[config.mk]
export PLATFORM = sky130hd
export DESIGN_NAME = pc_injector_x_flat
export DESIGN_NICKNAME = d
export VERILOG_FILES = /design/src/rtl/pc_injector_x_pkg.sv /design/src/rtl/pc_injector_x_if.sv /design/src/rtl/pc_injector_x_pc_slot.sv /design/src/rtl/pc_injector_x.sv /design/src/flat_wrapper.sv
export SDC_FILE = /design/constraint.sdc
export NUM_CORES = 1
export LEC_CHECK = 0
export ABC_AREA = 1
export CAP_MARGIN = 30
export CORE_UTILIZATION = 40
export CTS_CLUSTER_DIAMETER = 60
export DETAILED_ROUTE_END_ITERATION = 10
export PLACE_DENSITY = 0.68
export SLEW_MARGIN = 20
export SYNTH_ARGS = -nofsm -noshare
export SYNTH_HDL_FRONTEND = slang
export SYNTH_SLANG_ARGS = --single-unit
[constraint.sdc]
create_clock -name clk -period 4.9 [get_ports clk]
set_input_delay 1.225 -clock clk [delete_from_list [all_inputs] [get_ports clk]]
set_output_delay 1.225 -clock clk [all_outputs]
set_load 0.03 [all_outputs]
[src/rtl/pc_injector_x_pkg.sv]
// Shared types for the pc_injector_x row-head stage.
// Entry layout is {parity, pc}; the arbiter select is an enum.
package pc_injector_x_pkg;

    localparam int PC_WIDTH_DEF = 8;

    typedef struct packed {
        logic                    parity;
        logic [PC_WIDTH_DEF-1:0] pc;
    } pc_entry_t;

    typedef enum logic [1:0] {
        SEL_NONE,
        SEL_RET,
        SEL_INJ
    } sel_e;

    function automatic pc_entry_t mk_entry(
        input logic                    parity,
        input logic [PC_WIDTH_DEF-1:0] pc
    );
        pc_entry_t e;
        e.parity = parity;
        e.pc     = pc;
        return e;
    endfunction

endpackage

[src/rtl/pc_injector_x_if.sv]
// Valid/ready channels around the row-head stage: new-thread start,
// wrap-around return and the registered output toward the row.
interface pc_injector_x_if #(
    parameter int PC_WIDTH = 8
);
    logic              start_valid;
    logic [PC_WIDTH:0] start_data;
    logic              start_ready;
    logic              ret_valid;
    logic [PC_WIDTH:0] ret_data;
    logic              ret_ready;
    logic              out_valid;
    logic [PC_WIDTH:0] out_data;
    logic              out_ready;

    modport master (
        output start_valid, start_data,
        input  start_ready,
        output ret_valid, ret_data,
        input  ret_ready,
        input  out_valid, out_data,
        output out_ready
    );

    modport slave (
        input  start_valid, start_data,
        output start_ready,
        input  ret_valid, ret_data,
        output ret_ready,
        output out_valid, out_data,
        input  out_ready
    );
endinterface

[src/rtl/pc_injector_x_pc_slot.sv]
// Single-entry holding register; accepts only when empty, so an entry
// dequeued in one cycle makes room for a new one in the next.
module pc_slot #(
    parameter int W = 9
) (
    input  logic         clk,
    input  logic         rst_n,
    input  logic         in_valid_i,
    input  logic [W-1:0] in_data_i,
    output logic         in_ready_o,
    output logic         out_valid_o,
    output logic [W-1:0] out_data_o,
    input  logic         deq_i
);
    logic         valid_q, valid_d;
    logic [W-1:0] data_q, data_d;

    always_comb begin
        valid_d = valid_q;
        data_d  = data_q;
        if (in_valid_i && !valid_q) begin
            valid_d = 1'b1;
            data_d  = in_data_i;
        end else if (deq_i) begin
            valid_d = 1'b0;
        end
    end

    always_ff @(posedge clk or negedge rst_n) begin
        if (!rst_n) begin
            valid_q <= 1'b0;
            data_q  <= '0;
        end else begin
            valid_q <= valid_d;
            data_q  <= data_d;
        end
    end

    assign in_ready_o  = !valid_q;
    assign out_valid_o = valid_q;
    assign out_data_o  = data_q;
endmodule

[src/rtl/pc_injector_x.sv]
// Row-head stage: merges injected thread PCs with wrap-around traffic
// into one registered channel, with starvation guard and idle detect.
module pc_injector_x
    import pc_injector_x_pkg::*;
#(
    parameter int PC_WIDTH     = PC_WIDTH_DEF,
    parameter int STARVE_LIMIT = 4,
    parameter int IDLE_CYCLES  = 3,
    parameter int COUNT_WIDTH  = 16
) (
    input  logic                   clk,
    input  logic                   rst,
    input  logic                   enable,
    pc_injector_x_if.slave         bus,
    output logic                   idle,
    output logic [COUNT_WIDTH-1:0] injected_cnt
);
    localparam int SW = $clog2(STARVE_LIMIT + 1);
    localparam int IW = $clog2(IDLE_CYCLES + 1);
    localparam logic [SW-1:0] STARVE_MAX = SW'(STARVE_LIMIT);
    localparam logic [IW-1:0] IDLE_MAX   = IW'(IDLE_CYCLES);

    logic              inj_valid;
    logic [PC_WIDTH:0] inj_data;
    logic              load_en;
    logic              pick_inj;
    logic              quiet;
    sel_e              sel;

    logic                   out_valid_q, out_valid_d;
    logic [PC_WIDTH:0]      out_data_q, out_data_d;
    logic [SW-1:0]          starve_q, starve_d;
    logic [IW-1:0]          idle_cnt_q, idle_cnt_d;
    logic                   idle_q, idle_d;
    logic [COUNT_WIDTH-1:0] cnt_q, cnt_d;

    pc_slot #(.W(PC_WIDTH + 1)) u_inj_slot (
        .clk        (clk),
        .rst_n      (rst),
        .in_valid_i (bus.start_valid),
        .in_data_i  (bus.start_data),
        .in_ready_o (bus.start_ready),
        .out_valid_o(inj_valid),
        .out_data_o (inj_data),
        .deq_i      (pick_inj)
    );

    assign load_en  = !out_valid_q || bus.out_ready;
    assign pick_inj = (sel == SEL_INJ);
    assign quiet    = !bus.ret_valid && !inj_valid &&
                      !bus.start_valid && !out_valid_q;

    // A starved inject beats return traffic; otherwise return wins.
    always_comb begin
        sel = SEL_NONE;
        if (load_en) begin
            if (inj_valid && enable && starve_q == STARVE_MAX)
                sel = SEL_INJ;
            else if (bus.ret_valid)
                sel = SEL_RET;
            else if (inj_valid && enable)
                sel = SEL_INJ;
        end
    end

    always_comb begin
        out_valid_d = out_valid_q;
        out_data_d  = out_data_q;
        starve_d    = starve_q;
        idle_cnt_d  = idle_cnt_q;
        cnt_d       = cnt_q;
        if (load_en) begin
            out_valid_d = (sel != SEL_NONE);
            if (sel == SEL_INJ)
                out_data_d = inj_data;
            else if (sel == SEL_RET)
                out_data_d = bus.ret_data;
        end
        if (pick_inj || !inj_valid || !enable)
            starve_d = '0;
        else if (starve_q != STARVE_MAX)
            starve_d = starve_q + SW'(1);
        if (pick_inj)
            cnt_d = cnt_q + COUNT_WIDTH'(1);
        if (!quiet)
            idle_cnt_d = '0;
        else if (idle_cnt_q != IDLE_MAX)
            idle_cnt_d = idle_cnt_q + IW'(1);
        idle_d = (idle_cnt_d == IDLE_MAX);
    end

    always_ff @(posedge clk or negedge rst) begin
        if (!rst) begin
            out_valid_q <= 1'b0;
            out_data_q  <= '0;
            starve_q    <= '0;
            idle_cnt_q  <= '0;
            idle_q      <= 1'b0;
            cnt_q       <= '0;
        end else begin
            out_valid_q <= out_valid_d;
            out_data_q  <= out_data_d;
            starve_q    <= starve_d;
            idle_cnt_q  <= idle_cnt_d;
            idle_q      <= idle_d;
            cnt_q       <= cnt_d;
        end
    end

    assign bus.ret_ready = load_en && !pick_inj;
    assign bus.out_valid = out_valid_q;
    assign bus.out_data  = out_data_q;
    assign idle          = idle_q;
    assign injected_cnt  = cnt_q;
endmodule
[src/flat_wrapper.sv]
// flat-port wrapper written by rule: the top's interface ports become plain ports
module pc_injector_x_flat import pc_injector_x_pkg::*;
#(
    parameter int PC_WIDTH     = PC_WIDTH_DEF,
    parameter int STARVE_LIMIT = 4,
    parameter int IDLE_CYCLES  = 3,
    parameter int COUNT_WIDTH  = 16
)
  (clk, rst, enable, idle, injected_cnt, bus_start_valid, bus_start_data, bus_start_ready, bus_ret_valid, bus_ret_data, bus_ret_ready, bus_out_valid, bus_out_data, bus_out_ready);
  pc_injector_x_if #(.PC_WIDTH(PC_WIDTH)) bus_i ();
  input  logic clk;
  input  logic rst;
  input  logic enable;
  output logic idle;
  output logic [COUNT_WIDTH-1:0] injected_cnt;
  input wire logic [$bits(bus_i.start_valid)-1:0] bus_start_valid;
  input wire logic [$bits(bus_i.start_data)-1:0] bus_start_data;
  output wire logic [$bits(bus_i.start_ready)-1:0] bus_start_ready;
  input wire logic [$bits(bus_i.ret_valid)-1:0] bus_ret_valid;
  input wire logic [$bits(bus_i.ret_data)-1:0] bus_ret_data;
  output wire logic [$bits(bus_i.ret_ready)-1:0] bus_ret_ready;
  output wire logic [$bits(bus_i.out_valid)-1:0] bus_out_valid;
  output wire logic [$bits(bus_i.out_data)-1:0] bus_out_data;
  input wire logic [$bits(bus_i.out_ready)-1:0] bus_out_ready;
  assign bus_i.start_valid = bus_start_valid;
  assign bus_i.start_data = bus_start_data;
  assign bus_start_ready = bus_i.start_ready;
  assign bus_i.ret_valid = bus_ret_valid;
  assign bus_i.ret_data = bus_ret_data;
  assign bus_ret_ready = bus_i.ret_ready;
  assign bus_out_valid = bus_i.out_valid;
  assign bus_out_data = bus_i.out_data;
  assign bus_i.out_ready = bus_out_ready;
  pc_injector_x #(.PC_WIDTH(PC_WIDTH), .STARVE_LIMIT(STARVE_LIMIT), .IDLE_CYCLES(IDLE_CYCLES), .COUNT_WIDTH(COUNT_WIDTH)) u_core (.clk(clk), .rst(rst), .enable(enable), .bus(bus_i), .idle(idle), .injected_cnt(injected_cnt));
endmodule
# Word-level counts from Yosys, hierarchy flattened
# Index checks and enable logic that the tools add are counted.
dict set report word_totals {
  inputBits 24
  ff_bits 42
  output_inout_bits 29
  wordCells 50
}
dict set report classes {
  n_mux 12
  add_sub_neg 3
  eq_ne 6
  n_reduce_logical 21
}
# cell n
set op_table {}
lappend op_table {{two-way mux 9 bit} 2}
lappend op_table {{adder 16 x 1 -> 16 bit (second input constant)} 1}
lappend op_table {{two-way mux 2 bit} 6}
lappend op_table {{nonzero test 2 bit} 4}
lappend op_table {{logical AND 1 bit} 7}
lappend op_table {{zero test 1 bit} 6}
lappend op_table {{two-way mux 3 bit} 2}
lappend op_table {{equality test 2 bit (second input constant)} 2}
lappend op_table {{adder 3 x 1 -> 3 bit (second input constant)} 1}
lappend op_table {{equality test 3 bit (second input constant)} 1}
lappend op_table {{logical OR 1 bit} 3}
lappend op_table {{inequality test 3 bit (second input constant)} 1}
lappend op_table {{adder 2 x 1 -> 2 bit (second input constant)} 1}
lappend op_table {{equality test 2 x 1 -> 1 bit (second input constant)} 1}
lappend op_table {{two-way mux 1 bit} 2}
lappend op_table {{inequality test 2 bit (second input constant)} 1}
lappend op_table {{AND reduction 2 bit} 1}

# Logic depth before layout (Yosys ltp)
# Gate-level depths: netlist of run 1.
dict set report depth {
  word_depth 9
  mapped_depth 12
  mapped_depth_nobuf 11
}

# Cells and area by module
# From an unflattened synthesis of run 1, not the netlist that was laid out.
dict set report hier_totals {
  hier_cells 217
  area_unflattened_um2 1995.7
}
# module area_per_inst_um2 cells_per_inst instances seq_area_each_um2
set modules_own_cells {}
lappend modules_own_cells {pc_injector_x 1590.3 175 1 800.8}
lappend modules_own_cells {pc_slot 405.4 42 1 250.2}

# Least setup slack after synthesis of run 1
# OpenSTA, ideal clock, no wires.
dict set report synth_timing {
  kind {input-to-output}
  start {in bus_out_ready}
  end {out bus_ret_ready}
  arrival_time_ns 2.462
  path_buffers 2
  required_time_ns 3.675
  path_slack_ns 1.213
  stages 6
  cell_sequence {nor2_2 -> a211oi_1 -> ha_1 -> buf_4 -> buf_2 -> nor2_1}
}
dict set report synth_between {
  elab_chain_len 5
}
# element line
set synth_lines {}
lappend synth_lines {{start, declared} flat_wrapper.sv:24} ;# input wire logic [$bits(bus_i.out_ready)-1:0] bus_out_ready;
lappend synth_lines {{logical OR 1 bit (*)} pc_injector_x.sv:48} ;# assign load_en = !out_valid_q || bus.out_ready;
lappend synth_lines {{two-way mux 2 bit} pc_injector_x.sv:56} ;# if (load_en) begin
lappend synth_lines {{equality test 2 bit} pc_injector_x.sv:49} ;# assign pick_inj = (sel == SEL_INJ);
lappend synth_lines {{zero test 1 bit} pc_injector_x.sv:110} ;# assign bus.ret_ready = load_en && !pick_inj;
lappend synth_lines {{logical AND 1 bit (*)} pc_injector_x.sv:110}
lappend synth_lines {{end, declared} flat_wrapper.sv:21} ;# output wire logic [$bits(bus_i.ret_ready)-1:0] bus_ret_ready;
# Mark *: on every way between the ends. The rest lies on a longest branch, timed or not.

# Worst setup path after layout of run 1
# Same ends and word-level chain as after synthesis.

==> results of run 1 <==
==> logic make-up (layout without fill, tap and decap cells) <==
logic type,after synthesis,after routing,share of synthesized area
adders and majority gates,5,5,0.03228
AOI/OAI and AO/OA,18,18,0.05616
muxes,9,9,0.05229
DFF,42,42,0.5423
and+or+nand+nor,93,93,0.2072
xor gates and xnor gates,12,12,0.05423
buffers and inverters,26,84,0.05552
==> final cells by class <==
cell class | count | area [um2] | share of cell area
Sequential cell | 42 | 1051 | 0.3994
Timing Repair Buffer | 54 | 543.0 | 0.2064
Clock inverter | 2 | 37.54 | 0.01427
Multi-Input combinational cell | 137 | 779.5 | 0.2962
Inverter | 22 | 82.58 | 0.03138
Tap cell | 52 | 65.06 | 0.02473
Clock buffer | 6 | 72.57 | 0.02758
==> metrics by stage <==
step	util	power, W	std cells	cell area [um2]
finish	0.5842	0.001259	315	2631
CTS	0.5797	0.001272	314	2611
global placement	0.5553	0.0009889	306	2501
global route	0.5842	0.001337	315	2631
floorplan	-	0.0008075	205	1938
detailed placement	0.5553	0.0009994	306	2501
==> placed cells by master, fill, tap and decap left out, drive strengths merged, types with 2 or more instances in the layout <==
master	netlist	routed
xnor2	3	3
dfrtp	42	42
buf	4	3
nand3	5	5
a21oi	3	3
a31oi	9	9
clkbuf	0	6
nor2	29	29
nor3	2	2
nand4	3	3
clkdlybuf4s50	0	51
xor2	9	9
nand2	53	53
o21ai	3	3
mux2	9	9
ha	5	5
inv	22	22
==> flip-flops by register name (all words and copies together), names as in the netlist <==
signal and count:
u_core.bus.out_valid 1, u_core.idle_cnt_q 2, u_core.u_inj_slot.out_data_o 9, u_core.starve_q 3
u_core.bus.out_data 9, u_core.injected_cnt 16, u_core.idle 1, u_core.u_inj_slot.out_valid_o 1
==> power by group <==
part / leakage, nW / switching (W) / internal (W) / total, W
Clock: 0.0514 / 0.000118 / 0.000152 / 0.000270
Combinational: 0.657 / 0.000258 / 0.000210 / 0.000468
Sequential: 0.508 / 0.0000695 / 0.000451 / 0.000521
Total: 1.22 / 0.000445 / 0.000814 / 0.00126
==> per-layer routing <==
| metal | GRT usage | vias up |
|---|---|---|
| met4 | 0.05229 | 0 |
| met3 | 0.04923 | 6 |
| met2 | 0.2516 | 33 |
| li1 | - | 762 |
| met1 | 0.1899 | 692 |
| met5 | 0 | - |
==> worst max path at each step <==
stage	start	endpoint
floorplan	bus_out_ready	bus_ret_ready
global placement	bus_out_ready	bus_ret_ready
global route	bus_out_ready	bus_ret_ready
detailed placement	bus_out_ready	bus_ret_ready
finish	bus_out_ready	bus_ret_ready
CTS	bus_out_ready	bus_ret_ready
==> critical path: cells and delay by family <==
family,cells,cell delay [ps]
AO/OA/AOI/OAI,1,110
buffers and inverters,3,1210
AND/OR/NAND/NOR,2,170
adder cells (fa/ha/maj),1,230
==> results.env, run 1 <==
OUTCOME='complete, no violations'
CPPEAKSTAGEDELAY_PS=670
CORE_REGION_AREA_UM2=4504
TIMING.HOLD.WS_PS=453.6
WORST_SKEW_PAIR_LATENCY_PS=290
FIRSTDRTPASSITERS=4
POST_CTS_RESIZED=0
CRITICAL_PATH.SLOWEST_CELL='clkdlybuf4s50_1'
INITIAL_UTILIZATION=0.4303
STATIC-LEAKAGE-POWER_nW=1.217
NUM_IO_PINS=53
WIRELENGTH_MET1_UM=1701
DRTITER0DRC=89
SYNTHCELLS=205
HTREE_NUM_LEVELS=2
SLEW_VIOLATIONS=0
GRT_MAX_DEGREE=43
ROUTED_VIA_DENSITY=4.740
PORT_BUFFERS=52
ANTENNA_FOUND_INITIAL=0
DRC=0
GRT_FIRST_PASS_WIRELENGTH_UM=6003
HOLD-PATH-ENDPOINT='u_core.idle_cnt_q[0]$_DFF_PN0_'
ROOT_BUF_CELL='clkbuf_8'
CRITICAL_PATH.STARTPOINT_TYPE='primary input'
YOSYSWARNINGCOUNT=0
HOLD_DEPTH=1
HOLD_PATH.STARTPOINT='u_core.idle_cnt_q[0]$_DFF_PN0_'
SKEW_PS=4.287
ENDPOINT_KIND='output pin'
HOLDCRITPATHCLASS='reg2reg'
FINAL.SETUP.WORST_SLACK_PS=716.3
FINALNETCOUNT=291
GRT_SETUP_UNREPAIRED='no'
POWER_PER_CELL_AREA_nW_PER_UM2=478.4
WL_MET3_UM=161
SYNTHDOMINANTCELLAREASHARE=0.5423
MAXCLOCKFREQUENCY_GHz=0.2390
NETLIST_TOP_CELLS_COUNT='50 x nand2_1, 42 x dfrtp_1, 23 x nor2_1, 21 x inv_1'
FINAL_HOLD_VIOL_COUNT=0
DETAILED_PLACE_HPWL_UM=2645
FINALSETUPVIOLCOUNT=0
CTS_TREE='done'
YS_SEQ_ELEMENTS=42
ASYNC_FLOP_SHARE=1.000
DIE-HEIGHT_UM=71.61
YS_TOP_CELLS_BY_AREA='dfrtp_1 54%, nand2_1 9.7%, mux2_2 5.2%'
NUMBER_OF_BUFFERS_ADDED_FOR_SETUP_AFTER_CTS=0
FIN_CRIT_SH=0.8538
TOTAL_NUMBER_OF_VIAS=1493
DIE-WIDTH_UM=71.61
SYNTH.CELL_AREA_UM2=1938
POST-SYNTH-TOP-COUNT-CELL='nand2_1'
REG2REGPATHDEPTH=11
WL_PER_CELL_UM=11.59
POST_SYNTH_TOP_FLOP='dfrtp_1'
SYN_NETS=234
SYNTH_AREA_PER_CELL_UM2=9.454
MAX_CAP_VIOLATIONS=0
GRT_PASS1_VIAS=1372
CORE.ROWCOUNT=24
FINAL_ANTENNA_NET_COUNT=0
TIMING.SLEW.HEADROOM=0.7348
TRITONCTS.NUM_BUFFERS=5
WORSTPATHARRIVAL_PS=2960
N_FILL_CELL=411
FP.DIEAREA_UM2=5127
TOTAL_WIRE_LENGTH_UM=3650
WORST_SETUP_PATH_TYPE='in2out'
SETUP.REG_TO_REG.WORST_SLACK_PS=2650
SYNTH_EDF_COUNT=0
DPL_WORST_SLACK_PS=709.7
MAX_IR_DROP_VDD_V=0.0002341
ANTENNA_CELLS=0
CRIT_CHAIN='clkdlybuf4s50_1 > nor2_2 > inv_1 > o211ai_1 > ha_1 > nor2_1 > clkdlybuf4s50_1'
DRIVE_ABOVE_1_SHARE=0.1103
GLOBALROUTETOTALUTIL=0.1527
CLK_PIN_SLEW_WORST_PATHS_PS=80
YOSYS.CELL_TYPES.COUNT=24
SUM_NEG_SETUP_SLACK_PS=0
MIN_PERIOD_PS=4184
CLOCKBUFFERDEPTH=2
CTS.SINK_COUNT=42
GLOBALROUTEOVERFLOWTOTAL=0
RR_ENDPOINT='u_core.injected_cnt[10]$_DFFE_PN0P_'
WL_MET2_UM=1730
WORST_PIN_SLEW_PS=397.8
POSTCTSHOLDBUFS=0
ROUTABILITYCONGESTION=0.7329
REGTOREGSTARTPOINT='u_core.starve_q[1]$_DFFE_PN0P_'
SYNTH.LARGEST_AREA_CELL='dfrtp_1'
TOP_LAYER='met4'
CRITPATHMOSTFREQUENTCELL='clkdlybuf4s50_1'
WORSTPATHREQUIRED_PS=3670
AREA.GROWTH.SYNTH_TO_FINAL_PCT=35.76
CRITICAL_PATH_PEAK_FANOUT=4
SEQUENTIAL_CELL_AREA_FRACTION_IN_THE_YOSYS_REPORT=0.5423
(Power assumes the default switching activity.)
==> inputs of run 2 (changes only) <==
CORE_UTILIZATION = 44   (was 40)
PLACE_DENSITY = 0.74   (was 0.68)
==> results.env, run 2 (synthesized netlist as in run 1, its figures left out) <==
OUTCOME='complete, no violations'
DP_CELL_COUNT=304
ROUTABILITYCONGESTION=0.7494
NUM_IO_PINS=53
GLOBALROUTEOVERFLOWTOTAL=0
AREA.GROWTH.SYNTH_TO_FINAL_PCT=35.64
FINALNETCOUNT=291
HOLDCRITPATHCLASS='reg2reg'
WIRELENGTH_MET1_UM=1621
HOLD_DEPTH=1
WORST_SETUP_PATH_TYPE='in2out'
GRT_MAX_DEGREE=43
ANTENNA_CELLS=0
CORE.ROWCOUNT=23
TOTAL_WIRE_LENGTH_UM=3621
FINALPOWER_W=0.001255
FIRSTDRTPASSITERS=4
FP.DIEAREA_UM2=4674
CRITICAL_PATH_PEAK_FANOUT=4
FINAL_HOLD_VIOL_COUNT=0
CRITICAL_PATH.STARTPOINT_TYPE='primary input'
FINAL_COMMON_CELL='clkdlybuf4s50_1'
ANTENNA_FOUND_INITIAL=0
ROUTED_VIA_DENSITY=4.869
DRTITER0DRC=42
TOP_LAYER='met4'
GRT_PASS1_VIAS=1463
MAX_CAP_VIOLATIONS=0
FINALSETUPVIOLCOUNT=0
SLEW_VIOLATIONS=0
MAXCLOCKFREQUENCY_GHz=0.2382
TIMING.SLEW.HEADROOM=0.7508
STATIC-LEAKAGE-POWER_nW=1.217
DIE-HEIGHT_UM=68.37
PORT_BUFFERS=52
DETAILED_PLACE_HPWL_UM=2660
CP.BUFFERS_INVERTERS=2
REGAREA_UM2=1051
DRC=0
GLOBALROUTETOTALUTIL=0.1819
WL_PER_CELL_UM=11.57
CTS_TREE='done'
CRIT_CHAIN='clkdlybuf4s50_1 > nor2_2 > a211oi_1 > ha_1 > nor2_1 > clkdlybuf4s50_1'
CRITPATHLAUNCH='bus_out_ready'
POST_CTS_RESIZED=0
INITIAL_UTILIZATION=0.4710
WORSTPATHARRIVAL_PS=2970
PATH_DEPTH=6
NUMBER_OF_BUFFERS_ADDED_FOR_SETUP_AFTER_CTS=0
GRT_FIRST_PASS_WIRELENGTH_UM=6120
CPPEAKSTAGEDELAY_PS=680
TOTAL_NUMBER_OF_VIAS=1524
DIE-WIDTH_UM=68.37
WL_MET3_UM=148
N_FILL_CELL=363
CRITPATHMOSTFREQUENTCELL='clkdlybuf4s50_1'
SKEW_PS=10.08
FIN_CRIT_SH=0.8568
MULTI_INPUT_AREA_UM2=779.5
POSTCTSHOLDBUFS=0
GRT_SETUP_UNREPAIRED='no'
CRITPATHTOPFAMILY='buffers and inverters'
MOST-COMMON-LAYOUT-CELLS='51 x clkdlybuf4s50_1, 50 x nand2_1, 42 x dfrtp_1, 23 x nor2_1, 21 x inv_1'
MIN_PERIOD_PS=4198
DRIVE_ABOVE_1_SHARE=0.1103
CLOCKBUFFERDEPTH=2
WL_MET2_UM=1797
TRITONCTS.NUM_BUFFERS=5
WORSTPATHREQUIRED_PS=3670
INSTANCES_NO_FILL=313
CORE_REGION_AREA_UM2=4115
CLK_PIN_SLEW_WORST_PATHS_PS=70
SUM_NEG_SETUP_SLACK_PS=0
CTS.SINK_COUNT=42
ROOT_BUF_CELL='clkbuf_8'
HOLD_PATH.STARTPOINT='u_core.idle_cnt_q[0]$_DFF_PN0_'
ENDPOINT_KIND='output pin'
WORST_PIN_SLEW_PS=372.9
POWER_PER_CELL_AREA_nW_PER_UM2=477.3
SETUP.REG_TO_REG.WORST_SLACK_PS=2590
REG2REGPATHDEPTH=11
WORST_SKEW_PAIR_LATENCY_PS=290
CRITICAL_PATH.SLOWEST_CELL='clkdlybuf4s50_1'
LARGEST_REG_FLOPS=16
FINAL_ANTENNA_NET_COUNT=0
REGTOREGSTARTPOINT='u_core.starve_q[0]$_DFFE_PN0P_'
HTREE_NUM_LEVELS=2
MAX_IR_DROP_VDD_V=0.0002731
## run 2: worst paths after layout
| path | endpoint |
|---|---|
| max | bus_ret_ready |
| min | u_core.idle_cnt_q[0]$_DFF_PN0_ |
| max reg2reg | u_core.injected_cnt[12]$_DFFE_PN0P_ |
| min reg2reg | u_core.idle_cnt_q[0]$_DFF_PN0_ |
| max in group asynchronous | u_core.bus.out_data[1]$_DFFE_PN0P_ |
| min in group asynchronous | u_core.injected_cnt[15]$_DFFE_PN0P_ |
## run 2: per-layer routing
layer | track usage | vias to the layer above
li1 | - | 764
met1 | 0.2138 | 719
met2 | 0.3076 | 35
met3 | 0.05333 | 6
met4 | 0.07552 | 0
met5 | 0 | -
## run 2: cell type report
| type | instances | share of cell area |
|---|---|---|
| flip-flops and latches | 42 | 0.3998 |
| multi-input cells | 137 | 0.2965 |
| repair buffers | 54 | 0.2066 |
| inverters | 22 | 0.03141 |
| clock buffers | 6 | 0.02761 |
| well taps | 50 | 0.02380 |
| clock inverters | 2 | 0.01428 |
## run 2: power by group
part / internal [W] / switching (W) / leakage, nW
combinational: 0.000210 / 0.000257 / 0.657
clock: 0.000152 / 0.000116 / 0.0514
sequential: 0.000452 / 0.0000687 / 0.508
total: 0.000813 / 0.000442 / 1.22
## run 2: through the flow
stage / setup WS [ps] / area (um2) / util / hold WS, ps
after floorplan: 1213 / 1938 / - / 422.8
after global routing: 635.9 / 2629 / 0.6388 / 498.5
final: 701.9 / 2629 / 0.6388 / 462.2
after global placement: 750.5 / 2499 / 0.6072 / 434.2
after CTS: 686.0 / 2609 / 0.6339 / 464.8
after detailed placement: 692.5 / 2499 / 0.6072 / 454.9
